--- src/rtl/stream_link_arbiter.sv ---
// Round-robin arbiter that merges n pushed streams onto one registered link.
// Each word is tagged with its source index and passes through a small per-input FIFO.
module stream_link_arbiter #(
    parameter int n        = 4,
    parameter int width    = 16,
    parameter int idw      = 2,
    parameter int in_depth = 2,
    parameter int eos_lock = 0
) (
    input  logic                   clock,
    input  logic                   reset,
    input  logic [n*width-1:0]     i_d,
    input  logic [n-1:0]           i_v,
    output logic [n-1:0]           i_b,
    output logic [idw+width-1:0]   o_d,
    output logic                   o_v,
    input  logic                   o_b
);
    localparam int cw = $clog2(in_depth + 1);
    localparam int pw = $clog2(in_depth);
    localparam logic [cw-1:0] full_count = cw'(in_depth);
    localparam logic [pw-1:0] last_ptr   = pw'(in_depth - 1);

    typedef enum logic {
        ARB_FREE,
        ARB_LOCKED
    } lock_state_t;

    logic [width-1:0] mem [n][in_depth];
    logic [cw-1:0]    count [n];
    logic [pw-1:0]    wptr [n];
    logic [pw-1:0]    rptr [n];
    logic             run;
    lock_state_t      lock_state;
    logic [idw-1:0]   lock_src;
    logic [idw-1:0]   rr;
    logic [idw-1:0]   win;
    logic [idw-1:0]   cand;
    logic             found;
    logic             grant;
    logic [n-1:0]     push;
    logic [n-1:0]     pop;
    logic [width-1:0] head;

    function automatic logic [pw-1:0] next_ptr(input logic [pw-1:0] p);
        return (p == last_ptr) ? '0 : p + 1'b1;
    endfunction

    // Back-pressure depends on registered state only, never on i_v or o_b.
    always_comb begin
        i_b  = '0;
        push = '0;
        for (int unsigned k = 0; k < n; k++) begin
            i_b[k]  = !run || (count[k] == full_count);
            push[k] = i_v[k] && !i_b[k];
        end
    end

    always_comb begin
        found = 1'b0;
        win   = '0;
        cand  = '0;
        if (lock_state == ARB_LOCKED) begin
            if (count[lock_src] != '0) begin
                found = 1'b1;
                win   = lock_src;
            end
        end else begin
            for (int unsigned i = 0; i < n; i++) begin
                cand = idw'((int'(rr) + int'(i)) % n);
                if (!found && count[cand] != '0) begin
                    found = 1'b1;
                    win   = cand;
                end
            end
        end
        grant = found && !o_b;
        head  = mem[win][rptr[win]];
        pop   = '0;
        if (grant) begin
            pop[win] = 1'b1;
        end
    end

    always_ff @(posedge clock) begin
        for (int unsigned k = 0; k < n; k++) begin
            if (push[k]) begin
                mem[k][wptr[k]] <= i_d[k*width +: width];
            end
        end
    end

    always_ff @(posedge clock or negedge reset) begin
        if (!reset) begin
            run        <= 1'b0;
            lock_state <= ARB_FREE;
            lock_src   <= '0;
            rr         <= '0;
            o_v        <= 1'b0;
            o_d        <= '0;
            for (int unsigned k = 0; k < n; k++) begin
                count[k] <= '0;
                wptr[k]  <= '0;
                rptr[k]  <= '0;
            end
        end else begin
            run <= 1'b1;
            for (int unsigned k = 0; k < n; k++) begin
                if (push[k]) begin
                    wptr[k] <= next_ptr(wptr[k]);
                end
                if (pop[k]) begin
                    rptr[k] <= next_ptr(rptr[k]);
                end
                if (push[k] && !pop[k]) begin
                    count[k] <= count[k] + 1'b1;
                end else if (pop[k] && !push[k]) begin
                    count[k] <= count[k] - 1'b1;
                end
            end
            if (grant) begin
                o_d <= {win, head};
                o_v <= 1'b1;
                rr  <= (win == idw'(n - 1)) ? '0 : win + 1'b1;
                // A message holds the link until its EOS word has been forwarded.
                if (eos_lock != 0) begin
                    lock_state <= head[width-1] ? ARB_FREE : ARB_LOCKED;
                    lock_src   <= win;
                end
            end else begin
                o_v <= 1'b0;
            end
        end
    end
endmodule

--- config.mk ---
export PLATFORM = sky130hd
export DESIGN_NAME = stream_link_arbiter
export DESIGN_NICKNAME = d
export VERILOG_FILES = /design/src/rtl/stream_link_arbiter.sv
export SDC_FILE = /design/constraint.sdc
export NUM_CORES = 1
export LEC_CHECK = 0
export CORE_UTILIZATION = 50
export CTS_CLUSTER_SIZE = 40
export DETAILED_ROUTE_END_ITERATION = 16
export PLACE_DENSITY = 0.82
export SLEW_MARGIN = 5
export SYNTH_ARGS = -nofsm -noshare
export SYNTH_HDL_FRONTEND = slang
export SYNTH_SLANG_ARGS = --single-unit
--- constraint.sdc ---
create_clock -name clock -period 2.75 [get_ports clock]
set_input_delay 0.55 -clock clock [delete_from_list [all_inputs] [get_ports clock]]
set_output_delay 0.55 -clock clock [all_outputs]
set_load 0.01 [all_outputs]
# Word level (Yosys, flattened, before mapping)
# Memory sizes are Yosys's and may differ from the RTL's.
# Index checks and enable logic that the tools add are counted.
dict set report totals {
  ff_bits 38
  ramBits 128
  in_bits 71
  out_inout_bits 23
  word_cells 194
  n_memories 1
}
dict set report classes {
  n_addsub 20
  n_lt_le_gt_ge 17
  eq_ne 5
  n_mux 73
  bitwise_logic 11
  n_reduce_logical 51
}
# name depth word_bits rd rd_clocked_by_memory_dff write_ports line
set memory_table {}
lappend memory_table {mem 4 32 1 0 4 29} ;# logic [width-1:0] mem [n][in_depth];
# cell count
set ops {}
lappend ops {{$mux 32} 4}
lappend ops {{$mux 16} 7}
lappend ops {{$demux 16 s1} 4}
lappend ops {{$mux 2} 25}
lappend ops {{$mux 1} 25}
lappend ops {{$logic_and 1x1->1} 21}
lappend ops {{$bmux 2 s2} 5}
lappend ops {{$ge 3x3->1 const B} 6}
lappend ops {{$not 2->3} 6}
lappend ops {{$reduce_bool 2->1} 9}
lappend ops {{$logic_not 1->1} 17}
lappend ops {{$add 2x1->2 const B} 6}
lappend ops {{$eq 2x2->1 const B} 5}
lappend ops {{$ge 2x2->1 const B} 5}
lappend ops {{$not 1->2} 5}
lappend ops {{$add 1x1->1 const B} 8}
lappend ops {{$lt 2x1->1 const B} 4}
lappend ops {{$sub 2x1->2 const B} 4}
lappend ops {{$add 2x2->2 const B} 2}
lappend ops {{$logic_or 1x1->1} 4}
lappend ops {{$mux 4} 1}
lappend ops {{$lt 2x3->1 const B} 1}
lappend ops {{$bmux 1 s2} 1}
lappend ops {{$demux 1 s2} 1}
lappend ops {{$ge 2x1->1 const B} 1}

# Longest topological paths before layout
dict set report depth {
  depth_word 27
  mapped_depth 12
  mapped_depth_nobuf 8
}

# Worst setup path after synthesis
# Ideal clock, no wire load.
dict set report synth_path {
  kind {register -> register}
  start {reg count[4] (netlist bit)}
  end {reg count[5] (netlist bit)}
  arrival_ns 2.133
  path_slack_ns 0.494
  stages_incl_launch_ff 12
  period_less_slack_ns 2.256
  path_cell_list {dfrtp_1 or2_0 or3_1 buf_6 and3_1 buf_6 buf_6 nand3_1 ha_1 xor2_1 nor2_1 xnor2_1}
}
dict set report synth_between {
  elab_chain_cells 26
}
# item line
set synth_lines {}
lappend synth_lines {{start: declaration} 30} ;# logic [cw-1:0] count [n];
lappend synth_lines {{start signal: indexed assignment} 116} ;# count[k] <= count[k] + 1'b1;
lappend synth_lines {{start signal: indexed assignment} 118} ;# count[k] <= count[k] - 1'b1;
lappend synth_lines {{$bmux 2 s2} 71} ;# if (!found && count[cand] != '0) begin
lappend synth_lines {{$mux 2 (not written as such) (2 in a row)} 71}
lappend synth_lines {{$reduce_bool 2->1} 71}
lappend synth_lines {{$mux 1} 71}
lappend synth_lines {{$mux 1} 63} ;# if (lock_state == ARB_LOCKED) begin
lappend synth_lines {{$logic_not 1->1} 71}
lappend synth_lines {{$logic_and 1x1->1} 71}
lappend synth_lines {{$mux 1} 71}
lappend synth_lines {{[9 not listed]} n/a}
lappend synth_lines {{$lt 2x3->1 (not written as such) or $ge 2x1->1 (tied branches)} 81} ;# pop[win] = 1'b1;
lappend synth_lines {{$logic_and 1x1->1 (not written as such)} 81}
lappend synth_lines {{$mux 1 (not written as such)} 81}
lappend synth_lines {{$demux 1 s2} 81}
lappend synth_lines {{$mux 4} 80} ;# if (grant) begin
lappend synth_lines {{$logic_not 1->1} 115} ;# if (push[k] && !pop[k]) begin
lappend synth_lines {{$logic_and 1x1->1} 115}
lappend synth_lines {{$mux 2 or $reduce_bool 2->1 (tied branches)} n/a}
# Several ways; a longest one is shown, not always the timed one. The select of a mux whose other input is x is not followed.
# A chain may end at the register's enable or synchronous reset.

# Worst setup path in the final report
dict set report layout_path {
  start {reg count[4] (netlist bit)}
  end {reg count[7] (netlist bit)}
}
dict set report layout_between {
  elab_chain_cells 26
}
# item line
set layout_lines {}
lappend layout_lines {{$bmux 2 s2} 71}
lappend layout_lines {{$mux 2 (not written as such) (2 in a row)} 71}
lappend layout_lines {{$reduce_bool 2->1} 71}
lappend layout_lines {{$mux 1} 71}
lappend layout_lines {{$mux 1} 63}
lappend layout_lines {{$logic_not 1->1} 71}
lappend layout_lines {{$logic_and 1x1->1} 71}
lappend layout_lines {{$mux 1} 71}
lappend layout_lines {{[9 not listed]} n/a}
lappend layout_lines {{$lt 2x3->1 (not written as such) or $ge 2x1->1 (tied branches)} 81}
lappend layout_lines {{$logic_and 1x1->1 (not written as such)} 81}
lappend layout_lines {{$mux 1 (not written as such)} 81}
lappend layout_lines {{$demux 1 s2} 81}
lappend layout_lines {{$mux 4 (*)} 80}
lappend layout_lines {{$logic_not 1->1} 115}
lappend layout_lines {{$logic_and 1x1->1} 115}
lappend layout_lines {{$mux 2 or $reduce_bool 2->1 (tied branches)} n/a}
# Mark *: on every way between the ends. The rest lies on a longest branch, timed or not. The select of a mux whose other input is x is not followed.

==> out/metrics.yaml <==
critical_path:
  arrival_ns: 2.71
  ff2ff_setup_slack_ns: 0.39
  slowest_delay_ns: 0.44
  critPathCaptureType: "register"
  r2r.worst_path.cells: 9
  worstPathCellList: "or2_0, or3_1, buf_4, nand3_1, nand3_1, ha_1, xor2_1, nor2_1, xnor2_1"
  crit_required_ns: 3.09
  cp-start-kind: "register"
  reg2reg_from: "count[4]"
  r2r-end: "count[7]"
  cp_max_fo: 17
  crit_slowest_cell: "dfrtp_1"
  cp_common_cell: "nand3_1"
  path_class: "reg2reg"
global_route:
  grt_pass1_vias: 4174
  antenna_found_initial: 0
  grt_max_degree: 39
  overflow: 0
  grt_usage_pct: 21.4
  grt_pass1_wl_um: 22300
logic_synthesis:
  muxShareOfSynthArea_pct: 12.9
  synthFlopType: "edfxtp_1"
  synthArstFlopShare_pct: 22.9
  syn-cell-area_um2: 6820
  synth-xor-area-share_pct: 2.70
  synthAdderAreaFrac_pct: 0.734
  synthCells: 418
  synth_edf_count: 128
  synth_compound_area_share_pct: 6.36
  ys_warn_count: 3
  synth.avg_cell_area_um2: 16.3
  yosys.cell_types.count: 37
  synth_top_family_by_area: "multiplexers"
  ys_seq_elements: 166
  synthSimpleGateAreaFrac_pct: 4.51
  yosysSeqAreaShare_pct: 70.3
  syn_nets: 493
run_status:
  status: "completed"
final_layout:
  drive_gt1_share_pct: 17.7
  syn_to_final_growth_pct: 24.8
  final_core_util_pct: 64.1
  fillers: 935
  final_cells: 714
  diodes: 0
  fin_nets: 600
clocking:
  cts_tree: "done"
  cts_sinks: 166
  cts_buffers: 17
  holdBufCountCts: 0
  cts_setup_buffers: 0
  clk_latency_ns: 0.42
  htreeDepth: 4
  cts_resized: 0
  path_clk_slew_ns: 0.06
  cts_max_path_buffers: 2
  root_buffer: "clkbuf_16"
pwr:
  p_leak_nw: 3.19
  powerDensity_nw_per_um2: 1070
  power_mw: 9.10
  peakVddDrop_mv: 0.511
floorplan:
  die_w_um: 119
  pin_count: 94
  die_area_um2: 14100
  core_area_um2: 13300
  start_util_pct: 51.3
  die_h_um: 119
  num_rows: 42
flow_run:
  maxCapViolations: 0
sta:
  fmax_mhz: 423
  rsz0062_at_grt: "no"
  post-route-period-util_pct: 86.0
  timing.final.crit_period_ns: 2.36
  setup_viol: 0
  slew_viol_final: 0
  tns_ns: 0
  slew-limit-headroom_pct: 31.5
  final-hold-violation-count: 0
  finalClockSkew_ns: 0.00685
  setup_ws_ns: 0.385
  worstMarginPinSlew_ns: 1.03
route:
  postRouteAntennaNets: 0
  wl_per_cell_um: 19.4
  vias: 3914
  drtIter0Drc: 307
  dr.pass1.iters: 4
  drt_wl_total_um: 13800
  drc: 0
  viasPerCell: 5.48
placed_design:
  numPortBuffers: 93
  place_ws_ns: 0.415
  post-dp-hpwl_um: 9310
  place_congestion: 0.825
  place_inst: 682
hold_path:
  hp-class: "in2async"
-- state kept, by name (all words and copies together) (netlist names) --
register  flops
o_v           1
rr            2
wptr          4
rptr          4
count         8
mem         128
o_d          18
run           1
-- critical path, delay by kind of cell (launching register included) --
family                   cells  cell delay [ns]
flip-flops                   1             0.44
XOR/XNOR                     2             0.28
adder cells (fa/ha/maj)      1             0.22
AND/OR/NAND/NOR              5             1.15
buffers and inverters        1             0.22
-- cells by family after synthesis --
| group | Yosys count |
|---|---|
| AOI/OAI and AO/OA | 52 |
| adders and majority gates | 4 |
| xor gates and xnor gates | 21 |
| DFF | 166 |
| buffers and inverters | 31 |
| and+or+nand+nor | 63 |
| other | 1 |
| muxes | 80 |
-- layer usage --
| metal | vias to the layer above | GRT usage [%] | wire [µm] |
|---|---|---|---|
| met5 | - | 0 | 0 |
| met4 | 0 | 8.39 | 220 |
| met3 | 17 | 5.74 | 852 |
| met2 | 132 | 35.1 | 7110 |
| met1 | 1949 | 27.0 | 5640 |
| li1 | 1816 | - | - |
-- layout make-up --
class                           instances  area, µm²  area share [%]
Multi-Input combinational cell        221       1860            21.8
Inverter                                9       33.8           0.397
Sequential cell                       166       4790            56.3
Clock buffer                           18        429            5.04
Clock inverter                         14        126            1.48
Timing Repair Buffer                  110       1050            12.4
Tap cell                              176        220            2.59
-- synthesized netlist by cell type (2+ instances only) --
cell type  number  area, µm²
xnor2_1        17        149
mux2_2         22        248
xor2_1          4       35.0
edfxtp_1      128       3840
nand3_1         3       15.0
a21oi_1         2       10.0
clkbuf_1       11       41.3
nand4_1        16        100
buf_6           4       45.0
nor2_1         13       48.8
mux2_4         10        150
mux2i_1        48        480
buf_2           5       25.0
o211ai_1       24        180
o21bai_1        2       15.0
dfrtp_1        38        951
o21ai_0         6       30.0
inv_1           9       33.8
o211ai_2       12        150
nand2_1        21       78.8
ha_1            4       50.1
and2_1          4       25.0
-- cell usage in the layout (no fill, tap or decap), types with 2 or more instances in the layout --
| cell type | count |
|---|---|
| clkinv_2 | 5 |
| o211ai_1 | 24 |
| inv_1 | 9 |
| edfxtp_1 | 128 |
| nand4_1 | 16 |
| ha_1 | 4 |
| nor2_1 | 13 |
| o211ai_2 | 12 |
| buf_4 | 17 |
| nand3_1 | 3 |
| dfrtp_1 | 38 |
| a21oi_1 | 2 |
| o21bai_1 | 2 |
| clkbuf_16 | 17 |
| xnor2_1 | 17 |
| and2_1 | 4 |
| mux2i_1 | 48 |
| clkdlybuf4s50_1 | 92 |
| xor2_1 | 4 |
| nand2_1 | 21 |
| inv_6 | 3 |
| o21ai_0 | 6 |
| clkinv_4 | 3 |
| mux2_2 | 22 |
| mux2_4 | 10 |
-- stage by stage --
step                      cell area (µm²)  hold slack [ns]
after CTS                            8520            0.257
after floorplan                      6820            0.254
final                                8520            0.242
after global placement               7960            0.462
after global routing                 8520            0.308
after detailed placement             7960            0.481
-- where the power goes --
part | leakage [nW] | internal (mW) | switching (mW)
Combinational | 1.29 | 1.60 | 1.48
Sequential | 1.62 | 3.26 | 0.547
Clock | 0.277 | 1.25 | 0.966
-- worst max-delay path by stage --
stage | from | slack, ns | end
after detailed placement | count[4] | 0.42 | count[7]
after CTS | count[4] | 0.39 | count[7]
final | count[4] | 0.39 | count[7]
after floorplan | count[4] | 0.49 | count[5]
after global placement | count[4] | 0.57 | count[7]
after global routing | count[2] | 0.29 | o_d[3]
(Power assumes the default switching activity.)
